`src/rtl/game_pkg.sv`:
```
// -----------------------------------------------------------------------------
// game_pkg
//    Shared game constants for the shooter: game state codes, screen and
//    sprite sizes, pool limits, and the packed {x,y} position type with the
//    off-screen NONE marker used for empty slots.
//    No ports (package).
// -----------------------------------------------------------------------------
package game_pkg;

   typedef enum logic [2:0] {
      GAME_IDLE    = 3'd0,
      GAME_PLAYING = 3'd1,
      GAME_VICTORY = 3'd2,
      GAME_DEFEAT  = 3'd3,
      GAME_ERROR   = 3'd4
   } game_state_e;

   localparam logic [9:0] MONITOR_WIDTH  = 10'd640;
   localparam logic [8:0] MONITOR_HEIGHT = 9'd480;

   localparam logic [9:0] PLAYER_WIDTH   = 10'd24;
   localparam logic [8:0] PLAYER_HEIGHT  = 9'd16;
   localparam logic [9:0] BULLET_WIDTH   = 10'd4;
   localparam logic [8:0] BULLET_HEIGHT  = 9'd16;

   localparam logic [3:0]  MAX_PLAYER_BULLET   = 4'd15;
   localparam int unsigned PLAYER_BULLET_SLOTS = 16;

   localparam logic [8:0] BULLET_SPEED_DEFAULT    = 9'd4;
   localparam logic [3:0] COOLDOWN_FRAMES_DEFAULT = 4'd8;

   typedef struct packed {
      logic [9:0] x;
      logic [8:0] y;
   } pos_t;

   // Empty slots sit in the off-screen margin so the renderer never draws them.
   localparam pos_t NONE = '{x: 10'd720, y: 9'd500};

endpackage

```
`src/rtl/bullet_slot_alloc.sv`:
```
// -----------------------------------------------------------------------------
// bullet_slot_alloc
//    Combinational lowest-index-first priority encoder over the free-slot
//    vector of the player bullet pool.
//    Ports:
//       i_free   in   16  bit n = slot n is free
//       o_idx    out  4   lowest free slot index (0 when none free)
//       o_found  out  1   at least one slot is free
// -----------------------------------------------------------------------------
module bullet_slot_alloc
   import game_pkg::*;
(
   input  logic [PLAYER_BULLET_SLOTS-1:0] i_free,
   output logic [3:0]                     o_idx,
   output logic                           o_found
);

   always_comb begin
      o_idx   = '0;
      o_found = 1'b0;
      for (int unsigned i = 0; i < PLAYER_BULLET_SLOTS; i++) begin
         if (i_free[i] && !o_found) begin
            o_idx   = 4'(i);
            o_found = 1'b1;
         end
      end
   end

endmodule

```
`src/rtl/player_bullet_pool.sv`:
```
// -----------------------------------------------------------------------------
// player_bullet_pool
//    Owns the player's 16 bullet slots. Fire edges request a spawn above the
//    ship; live bullets climb once per frame tick, despawning at the top of
//    the screen or when the collision checker flags a hit.
//    Ports:
//       clk             in   1    system clock
//       rst_n           in   1    synchronous active-low reset
//       i_game_state    in   3    game_state_e code
//       i_frame_tick    in   1    one-cycle pulse per video frame
//       i_fire          in   1    debounced fire button level
//       i_player_x      in   10   player top-left x
//       i_player_y      in   9    player top-left y
//       i_hit_mask      in   16   bit n = slot n collided this cycle
//       o_bullet_pos    out  304  slot n {x,y} at [19n+18:19n]
//       o_bullet_alive  out  16   bit n = slot n live
//       o_shot_fired    out  1    one-cycle pulse on spawn
// -----------------------------------------------------------------------------
module player_bullet_pool
   import game_pkg::*;
#(
   parameter logic [8:0] BULLET_SPEED    = BULLET_SPEED_DEFAULT,
   parameter logic [3:0] COOLDOWN_FRAMES = COOLDOWN_FRAMES_DEFAULT
) (
   input  logic         clk,
   input  logic         rst_n,
   input  logic [2:0]   i_game_state,
   input  logic         i_frame_tick,
   input  logic         i_fire,
   input  logic [9:0]   i_player_x,
   input  logic [8:0]   i_player_y,
   input  logic [15:0]  i_hit_mask,
   output logic [303:0] o_bullet_pos,
   output logic [15:0]  o_bullet_alive,
   output logic         o_shot_fired
);

   localparam logic [9:0] SPAWN_X_OFFSET  = (PLAYER_WIDTH - BULLET_WIDTH) >> 1;
   localparam logic [8:0] DESPAWN_Y_LIMIT = BULLET_SPEED + 9'd1;

   pos_t        pos_q  [PLAYER_BULLET_SLOTS];
   pos_t        pos_d  [PLAYER_BULLET_SLOTS];
   pos_t        pos_mv [PLAYER_BULLET_SLOTS];
   logic [15:0] alive_q, alive_d, alive_mv;
   logic [15:0] free_vec;
   logic [3:0]  cooldown_q, cooldown_d;
   logic        pending_q, pending_d;
   logic        fire_prev_q, fire_prev_d;
   logic        shot_q, shot_d;

   game_state_e state;
   logic        fire_rise;
   logic [3:0]  spawn_idx;
   logic        spawn_found;
   pos_t        spawn_pos;

   always_comb begin
      state       = game_state_e'(i_game_state);
      fire_rise   = i_fire & ~fire_prev_q;
      fire_prev_d = i_fire;
   end

   // Hits and movement first; the allocator then sees slots freed this cycle.
   always_comb begin
      pos_mv   = pos_q;
      alive_mv = alive_q;
      for (int unsigned i = 0; i < PLAYER_BULLET_SLOTS; i++) begin
         if (alive_q[i]) begin
            if (i_hit_mask[i]) begin
               pos_mv[i]   = NONE;
               alive_mv[i] = 1'b0;
            end else if (i_frame_tick) begin
               // Despawn before the subtraction could wrap past the top edge.
               if (pos_q[i].y < DESPAWN_Y_LIMIT) begin
                  pos_mv[i]   = NONE;
                  alive_mv[i] = 1'b0;
               end else begin
                  pos_mv[i].y = pos_q[i].y - BULLET_SPEED;
               end
            end
         end
      end
      free_vec = ~alive_mv;
   end

   bullet_slot_alloc u_alloc (
      .i_free  (free_vec),
      .o_idx   (spawn_idx),
      .o_found (spawn_found)
   );

   always_comb begin
      spawn_pos.x = i_player_x + SPAWN_X_OFFSET;
      spawn_pos.y = (i_player_y < BULLET_HEIGHT) ? '0 : (i_player_y - BULLET_HEIGHT);
   end

   always_comb begin
      pos_d      = pos_q;
      alive_d    = alive_q;
      cooldown_d = cooldown_q;
      pending_d  = pending_q;
      shot_d     = 1'b0;
      case (state)
         GAME_PLAYING: begin
            pos_d   = pos_mv;
            alive_d = alive_mv;
            if (i_frame_tick) begin
               if (cooldown_q != '0) begin
                  cooldown_d = cooldown_q - 4'd1;
               end else if (pending_q) begin
                  // Served or dropped on a full pool; either way the request ends.
                  pending_d = 1'b0;
                  if (spawn_found) begin
                     pos_d[spawn_idx]   = spawn_pos;
                     alive_d[spawn_idx] = 1'b1;
                     cooldown_d         = COOLDOWN_FRAMES;
                     shot_d             = 1'b1;
                  end
               end
            end
            // Applied after the tick so an edge on a tick waits for the next one.
            if (fire_rise) begin
               pending_d = 1'b1;
            end
         end
         GAME_VICTORY, GAME_DEFEAT: begin
         end
         default: begin
            for (int unsigned i = 0; i < PLAYER_BULLET_SLOTS; i++) begin
               pos_d[i] = NONE;
            end
            alive_d    = '0;
            cooldown_d = '0;
            pending_d  = 1'b0;
         end
      endcase
   end

   always_ff @(posedge clk) begin
      if (!rst_n) begin
         for (int unsigned i = 0; i < PLAYER_BULLET_SLOTS; i++) begin
            pos_q[i] <= NONE;
         end
         alive_q     <= '0;
         cooldown_q  <= '0;
         pending_q   <= 1'b0;
         fire_prev_q <= 1'b0;
         shot_q      <= 1'b0;
      end else begin
         pos_q       <= pos_d;
         alive_q     <= alive_d;
         cooldown_q  <= cooldown_d;
         pending_q   <= pending_d;
         fire_prev_q <= fire_prev_d;
         shot_q      <= shot_d;
      end
   end

   always_comb begin
      o_bullet_pos = '0;
      for (int unsigned i = 0; i < PLAYER_BULLET_SLOTS; i++) begin
         o_bullet_pos[19*i +: 19] = pos_q[i];
      end
      o_bullet_alive = alive_q;
      o_shot_fired   = shot_q;
   end

endmodule
```
`config.mk`:
```
export PLATFORM = sky130hd
export DESIGN_NAME = player_bullet_pool
export DESIGN_NICKNAME = d
export VERILOG_FILES = /design/src/rtl/game_pkg.sv /design/src/rtl/bullet_slot_alloc.sv /design/src/rtl/player_bullet_pool.sv
export SDC_FILE = /design/constraint.sdc
export NUM_CORES = 1
export LEC_CHECK = 0
export BUFFER_PORTS_ARGS = -buffer_cell sky130_fd_sc_hd__buf_2
export CORE_ASPECT_RATIO = 1.4
export CORE_MARGIN = 2
export CORE_UTILIZATION = 55
export CTS_BUF_LIST = sky130_fd_sc_hd__clkbuf_4 sky130_fd_sc_hd__clkbuf_8
export DETAILED_ROUTE_END_ITERATION = 7
export PLACE_DENSITY_LB_ADDON = 0.2
export SLEW_MARGIN = 20
export SYNTH_ARGS = -nofsm -noshare
export SYNTH_HDL_FRONTEND = slang
export SYNTH_HIERARCHICAL = 1
export SYNTH_SLANG_ARGS = --single-unit
```
`constraint.sdc`:
```
create_clock -name clk -period 5.6 [get_ports clk]
set_clock_uncertainty 0.2 [all_clocks]
set_input_delay 0.56 -clock clk [delete_from_list [all_inputs] [get_ports clk]]
set_output_delay 0.56 -clock clk [all_outputs]
set_load 0.005 [all_outputs]
```
---- Word-level counts from Yosys, hierarchy flattened ----
Cells that the tools add are included.
operators by class
  add/subtract/negate cells ............... 19
  equality and inequality tests ........... 8
  reduce and logical (&&, ||, !) cells .... 37
  bitwise operators ....................... 10
  order comparisons ....................... 21
  multiplexer cells ....................... 201
operator list
  kind                                                                          count
  304-bit two-way mux                                                           4
  19-bit two-way mux                                                            49
  304-bit case mux with 2 select lines                                          1
  304-bit bitwise mux                                                           1
  10-bit two-way mux                                                            16
  9-bit two-way mux                                                             17
  9-bit by 3-bit less-than comparator with 1-bit output, second input constant  16
  9-bit by 3-bit subtractor with 9-bit output, second input constant            16
  1-bit two-way mux                                                             86
  19-bit demux with 4-bit select                                                1
  16-bit two-way mux                                                            4
  4-bit two-way mux                                                             12
  16-bit case mux with 2 select lines                                           1
  1-bit logical AND                                                             17
  16-bit inverter                                                               1
  16-bit OR                                                                     1
  1-bit logical NOT                                                             15
  3-bit two-way mux                                                             4
  3-bit != test, second input constant                                          4
  10-bit by 4-bit adder with 10-bit output, second input constant               1
  9-bit by 5-bit less-than comparator with 1-bit output, second input constant  1
  9-bit by 5-bit subtractor with 9-bit output, second input constant            1
  4-bit case mux with 2 select lines                                            1
  3-bit by 2-bit == test with 1-bit output, second input constant               2
  18 further kinds                                                              24
storage, ports and cells
  output and inout bits ................... 321
  logic and storage cells ................. 333
  input bits .............................. 42
  register bits after elaboration ......... 327

---- Longest topological paths before layout ----
  depth after elaboration ................. 63
  depth in mapped cells ................... 19
  gate-level depth less buffers ........... 13

---- Hierarchy ----
The synthesis kept the hierarchy.
by module, submodules not included
  module              cells each  area each (µm²)  sequential area each (µm²)  instances
  player_bullet_pool  1890        16118.0          6546.3                      1
  bullet_slot_alloc   30          183.9            0.0                         1

---- Least setup slack after synthesis ----
OpenSTA, ideal clock, no wires.
  kind .................................... input to register
  start ................................... in i_frame_tick
  end ..................................... reg pos_q (netlist bit o_bullet_pos[154])
  arrival ................................. 4017 ps
  data required time ...................... 5267 ps
  buffers on the path ..................... 6
  stages on the path ...................... 17
  slack ................................... 1250 ps
  library setup time ...................... 133 ps
  cells stage by stage .................... buf_2 -> buf_4 -> buf_6 -> buf_6 -> buf_2 -> nor3b_1 -> a21oi_1 -> nand2_1 -> or4_4 -> nand3b_4 -> or3_1 -> nand2_1 -> buf_2 -> nor4_4 -> or4b_2 -> o21ai_0 -> a2bb2oi_1
between the ends
  elaborated cells between the ends (all ways) .. 125
  those cells by class .................... 2 x order compare; 90 x mux; 2 x bitwise; 31 x reduce/logical
RTL lines
  item                                      RTL line                   source
  start: declaration                        player_bullet_pool.sv:28   input logic i_frame_tick,
  1-bit two-way mux (*)                     player_bullet_pool.sv:72   end else if (i_frame_tick) begin
  1-bit two-way mux (*)                     player_bullet_pool.sv:69   if (i_hit_mask[i]) begin
  1-bit two-way mux (*)                     player_bullet_pool.sv:68   if (alive_q[i]) begin
  16-bit inverter (*)                       player_bullet_pool.sv:83   free_vec = ~alive_mv;
  net free_vec[0]                           player_bullet_pool.sv:45   logic [15:0] free_vec;
  1-bit two-way mux (*)                     bullet_slot_alloc.sv:22    if (i_free[i] && !o_found) begin
  1-bit logical NOT                         bullet_slot_alloc.sv:22
  1-bit logical AND                         bullet_slot_alloc.sv:22
  [41 not listed]                           -
  1-bit logical AND                         bullet_slot_alloc.sv:22
  1-bit two-way mux (*)                     bullet_slot_alloc.sv:22
  net spawn_found                           player_bullet_pool.sv:54   logic spawn_found;
  304-bit two-way mux (*)                   player_bullet_pool.sv:113  if (spawn_found) begin
  304-bit two-way mux (*)                   player_bullet_pool.sv:110  end else if (pending_q) begin
  304-bit two-way mux (*)                   player_bullet_pool.sv:108  if (cooldown_q != '0) begin
  304-bit two-way mux (*)                   player_bullet_pool.sv:107  if (i_frame_tick) begin
  304-bit case mux with 2 select lines (*)  player_bullet_pool.sv:103  case (state)
  end signal: assignment                    player_bullet_pool.sv:150  pos_q <= pos_d;
  end: declaration                          player_bullet_pool.sv:41   pos_t pos_q [PLAYER_BULLET_SLOTS];
Mark *: on every way through the listed nets, which the timed path passes. The rest lies on a longest branch.
A chain may end at the register's enable or synchronous reset.

---- Worst setup path in the final report ----
  start ................................... reg pos_q (netlist bit o_bullet_pos[42])
  end ..................................... reg pos_q (netlist bit o_bullet_pos[260])
between the ends
  cells in the longest elaborated chain, start to end .. 58
  elaborated cells between the ends (all ways) .. 73
  those cells by class .................... 3 x order compare; 40 x mux; 2 x bitwise; 28 x reduce/logical
RTL lines
  item                                                       RTL line                   source
  9-bit by 3-bit less-than comparator with 1-bit output (*)  player_bullet_pool.sv:74   if (pos_q[i].y < DESPAWN_Y_LIMIT) begin
  1-bit two-way mux (*)                                      player_bullet_pool.sv:74
  1-bit two-way mux (*)                                      player_bullet_pool.sv:72
  1-bit two-way mux (*)                                      player_bullet_pool.sv:69
  1-bit two-way mux (*)                                      player_bullet_pool.sv:68
  16-bit inverter (*)                                        player_bullet_pool.sv:83
  net free_vec[2]                                            player_bullet_pool.sv:45
  1-bit logical AND (*)                                      bullet_slot_alloc.sv:22
  [40 not listed]                                            -
  net spawn_idx[0]                                           player_bullet_pool.sv:53   logic [3:0] spawn_idx;
  [3 not listed]                                             -
  19-bit two-way mux (not written as such)                   player_bullet_pool.sv:114  pos_d[spawn_idx] = spawn_pos;
  19-bit demux with 4-bit select (*)                         player_bullet_pool.sv:114
  304-bit bitwise mux (*)                                    player_bullet_pool.sv:114
  304-bit two-way mux (*)                                    player_bullet_pool.sv:113
  304-bit two-way mux (*)                                    player_bullet_pool.sv:110
  304-bit two-way mux (*)                                    player_bullet_pool.sv:108
  304-bit two-way mux (*)                                    player_bullet_pool.sv:107
  304-bit case mux with 2 select lines (*)                   player_bullet_pool.sv:103
Marked as above.

==> insert_results.sql <==
INSERT INTO impl_metrics (metric_group, metric, value, unit) VALUES
('drt', 'postRouteAntennaNets', '0', ''),
('timing', 'unrepaired_setup_endpoints_after_global_routing', 'false', ''),
('timing', 'final_period_minus_worst_setup_slack', '4.60', 'ns'),
('worst_setup_path', 'worst_path_max_stage_delay', '0.60', 'ns'),
('logic_synthesis', 'synth_area_leaders', 'sky130_fd_sc_hd__dfxtp_1, sky130_fd_sc_hd__a21oi_1, sky130_fd_sc_hd__nor2_1', ''),
('clock_tree', 'tritoncts', 'yes', ''),
('timing', 'worst_slew_margin_rel', '20.4', '%'),
('logic_synthesis', 'yosysTopAreaCellShare', '40.2', '%'),
('floorplan', 'design.die.area', '31100', 'sq um'),
('floorplan', 'core_region_area', '29200', 'sq um'),
('worst_setup_path', 'critical_path.max_fanout', '8', ''),
('cells_and_area', 'area_delta_synth_final', '21.0', '%'),
('drt', 'routed_via_density', '6.64', ''),
('worst_setup_path', 'critical_path_required', '5.93', 'ns'),
('floorplan', 'die_height', '208', 'um'),
('placement', 'portBuffers', '362', ''),
('worst_setup_path', 'critPathSlowestCell', 'sky130_fd_sc_hd__a41oi_1', ''),
('logic_synthesis', 'synth.lib_cells_used.distinct', '94', ''),
('clock_tree', 'clk_pin_slew', '0.07', 'ns'),
('worst_setup_path', 'worstPathBufferInverterCount', '0', ''),
('cells_and_area', 'fin_util', '67.6', '%'),
('global_route', 'grt_pass1_vias', '17001', ''),
('placement', 'post-dp-hpwl', '46500', 'um'),
('cells_and_area', 'layout-drive-gt1-share', '25.2', '%'),
('logic_synthesis', 'asyncSetResetFlopFracSynth', '0', '%'),
('timing', 'worst_slew_pin_slew', '1.17', 'ns'),
('clock_tree', 'numCtsBuffers', '50', ''),
('clock_tree', 'clock_tree.root_cell', 'sky130_fd_sc_hd__clkbuf_8', ''),
('timing', 'worst_slack', '0.995', 'ns'),
('job', 'max_cap_violations', '0', ''),
('clock_tree', 'htree_num_levels', '2', ''),
('logic_synthesis', 'most_used_dff_post_synth', 'sky130_fd_sc_hd__dfxtp_1', ''),
('timing', 'final-max-slew-violation-count', '0', ''),
('worst_setup_path', 'crit_path_cell_trace', 'nor4_1 -> a41oi_1 -> nand2_1 -> or4_4 -> nand3b_4 -> nor2_1 -> a221o_1 -> nor2b_1 -> nand4_2 -> and3_1 -> o21ai_1 -> o22a_1', ''),
('logic_synthesis', 'seq_area_frac_synth', '40.2', '%'),
('worst_setup_path', 'critical_path_depth', '12', ''),
('global_route', 'grt_first_pass_wirelength', '97800', 'um'),
('status', 'status', 'finished, final reports clean', ''),
('worst_setup_path', 'timing.critical_path.from_type', 'flip-flop', ''),
('floorplan', 'boundaryPins', '363', ''),
('global_route', 'grt_start_max_net_pins', '76', ''),
('worst_setup_path', 'worstRegToRegCells', '12', ''),
('timing', 'setup_violations', '0', ''),
('global_route', 'grt_antenna_before_repair', '1', ''),
('logic_synthesis', 'average_cell_area_after_synthesis', '8.49', 'sq um'),
('logic_synthesis', 'syn_std_cell_area', '16300', 'sq um'),
('timing', 'fmax', '217', 'MHz'),
('logic_synthesis', 'ffs_latches_synth', '327', ''),
('worst_setup_path', 'critical_path_arrival', '4.94', 'ns'),
('cells_and_area', 'layout.filler_cells', '2515', ''),
('worst_setup_path', 'timing.critical_path.max_delay_family', 'simple AND/OR/NAND/NOR gates', ''),
('drt', 'route.vias.total', '17832', ''),
('placement', 'dpl_worst_slack', '0.915', 'ns'),
('drt', 'detailedRoute.firstPassIterationCount', '7', ''),
('cells_and_area', 'design.final.nets', '2329', ''),
('clock_tree', 'post_cts_resized', '0', ''),
('worst_hold_path', 'hold_class', 'input pin to flip-flop', ''),
('pwr', 'peakVddDrop', '0.000215', 'V'),
('worst_hold_path', 'hold_path_depth', '2', ''),
('logic_synthesis', 'ys_warn_count', '6', ''),
('drt', 'post_route_drc', '0', ''),
('drt', 'wire_per_inst', '24.2', 'um'),
('timing', 'fin_crit_sh', '82.2', '%'),
('clock_tree', 'tritoncts_num_sinks', '327', ''),
('drt', 'detail_route.iter0.violations', '1606', ''),
('clock_tree', 'clockBufferDepth', '3', ''),
('logic_synthesis', 'synth_enable_flop_cells', '0', ''),
('global_route', 'grt.total_usage', '40.4', '%'),
('clock_tree', 'holdBufCountCts', '0', ''),
('global_route', 'grt-ovfl-total', '0', ''),
('floorplan', 'starting_density_of_the_core', '55.9', '%');
-- report_power, final --
part	switching [mW]	internal [mW]	total [mW]
combinational	0.251	0.0813	0.332
clock	0.984	1.31	2.29
sequential	0.00577	2.33	2.33
-- synthesized netlist by cell type (all sizes together) (18+ instances only) --
| master | instances |
|---|---|
| a21oi | 129 |
| a22o | 37 |
| a22oi | 37 |
| a2bb2oi | 20 |
| a31oi | 33 |
| a41oi | 18 |
| and2 | 30 |
| and3 | 20 |
| buf | 40 |
| clkbuf | 85 |
| dfxtp | 327 |
| ha | 20 |
| inv | 71 |
| nand2 | 139 |
| nand3 | 50 |
| nand4 | 33 |
| nor2 | 159 |
| nor3 | 65 |
| nor4 | 39 |
| o21ai | 125 |
| o22a | 30 |
| o22ai | 48 |
| o2bb2ai | 39 |
| or3 | 18 |
| xnor2 | 19 |
| xor2 | 20 |
-- layout make-up --
type	instances	area (sq um)	share of cell area, %
multi-input combinational	1397	9010	45.7
sequential	327	6550	33.2
timing repair buffer	420	2260	11.5
clock buffer	75	982	4.98
tap	380	475	2.41
inverter	71	267	1.35
clock inverter	16	183	0.926
antenna	1	2.50	0.0127
-- final timing paths --
check | startpoint | endpoint | slack [ns]
setup / recovery | o_bullet_pos[42] | o_bullet_pos[260] | 1.0
hold / removal | i_fire | fire_prev_q | 0.03
setup reg to reg | o_bullet_pos[42] | o_bullet_pos[260] | 1.0
hold reg to reg | o_bullet_pos[36] | o_bullet_pos[36] | 0.25
-- logic make-up (layout without fill, tap and decap cells) --
group	count (synthesis)	in the layout	share of synthesized area, %
AOI/OAI and AO/OA	672	672	28.9
xor gates and xnor gates	39	39	2.10
adders and majority gates	20	20	1.54
buffers and inverters	196	582	4.93
DFF	327	327	40.2
muxes	10	10	0.622
other	0	1	0
and+or+nand+nor	656	656	21.8
-- worst register-to-register path, delay by kind of cell, from the launching register on --
kind	cells	cell delay, ns
compound gates	4	1.58
simple gates	8	2.26
flops	1	0.49
-- cell usage in the layout (no fill, tap or decap), types with 10 or more instances in the layout --
master                      count
sky130_fd_sc_hd__a22oi_1       37
sky130_fd_sc_hd__o2bb2ai_1     39
sky130_fd_sc_hd__nor3b_1       13
sky130_fd_sc_hd__nand2b_1      16
sky130_fd_sc_hd__nand3_1       50
sky130_fd_sc_hd__dfxtp_1      327
sky130_fd_sc_hd__and3_1        20
sky130_fd_sc_hd__a221o_1       11
sky130_fd_sc_hd__a22o_1        37
sky130_fd_sc_hd__a41oi_1       17
sky130_fd_sc_hd__o211ai_1      14
sky130_fd_sc_hd__nor3_1        62
sky130_fd_sc_hd__clkinv_2      11
sky130_fd_sc_hd__buf_4         58
sky130_fd_sc_hd__a2bb2oi_1     20
sky130_fd_sc_hd__nand2_1      138
sky130_fd_sc_hd__or2_2         10
sky130_fd_sc_hd__inv_1         70
sky130_fd_sc_hd__a31oi_1       32
sky130_fd_sc_hd__o32ai_1       15
sky130_fd_sc_hd__ha_1          20
sky130_fd_sc_hd__and2_1        28
sky130_fd_sc_hd__o21ai_1       11
sky130_fd_sc_hd__nor2_1       158
sky130_fd_sc_hd__a211oi_1      12
sky130_fd_sc_hd__o22a_1        30
sky130_fd_sc_hd__clkbuf_8      67
sky130_fd_sc_hd__xnor2_1       19
sky130_fd_sc_hd__or3_1         18
sky130_fd_sc_hd__nand4_1       32
sky130_fd_sc_hd__o21ai_0      112
sky130_fd_sc_hd__o22ai_1       48
sky130_fd_sc_hd__buf_2        361
sky130_fd_sc_hd__xor2_1        20
sky130_fd_sc_hd__nor4_1        28
sky130_fd_sc_hd__o21a_1        12
sky130_fd_sc_hd__a21oi_1      127
-- registers in the layout (all words and copies together), names as in the netlist --
name,count
o_bullet_pos,304
pending_q,1
o_shot_fired,1
cooldown_q,4
fire_prev_q,1
o_bullet_alive,16
-- through the flow --
stage          hold slack (ns)  std cells  cell area, sq um  power, mW
2_1_floorplan            0.240       1920             16300       2.56
3_3_place_gp             0.235       2595             18600       2.70
3_5_place_dp             0.238       2595             18600       2.70
4_1_cts                0.00102       2686             19700       4.95
5_1_grt                 0.0117       2687             19700       5.07
6_report                0.0323       2687             19700       4.96
-- per-layer routing --
layer / GRT usage [%] / share of wire [%]
met5: 0 / 0
met4: 28.9 / 7.9
met3: 8.79 / 10
met2: 65.7 / 46
met1: 46.5 / 36
No activity file was read; power rests on OpenSTA's default activity.
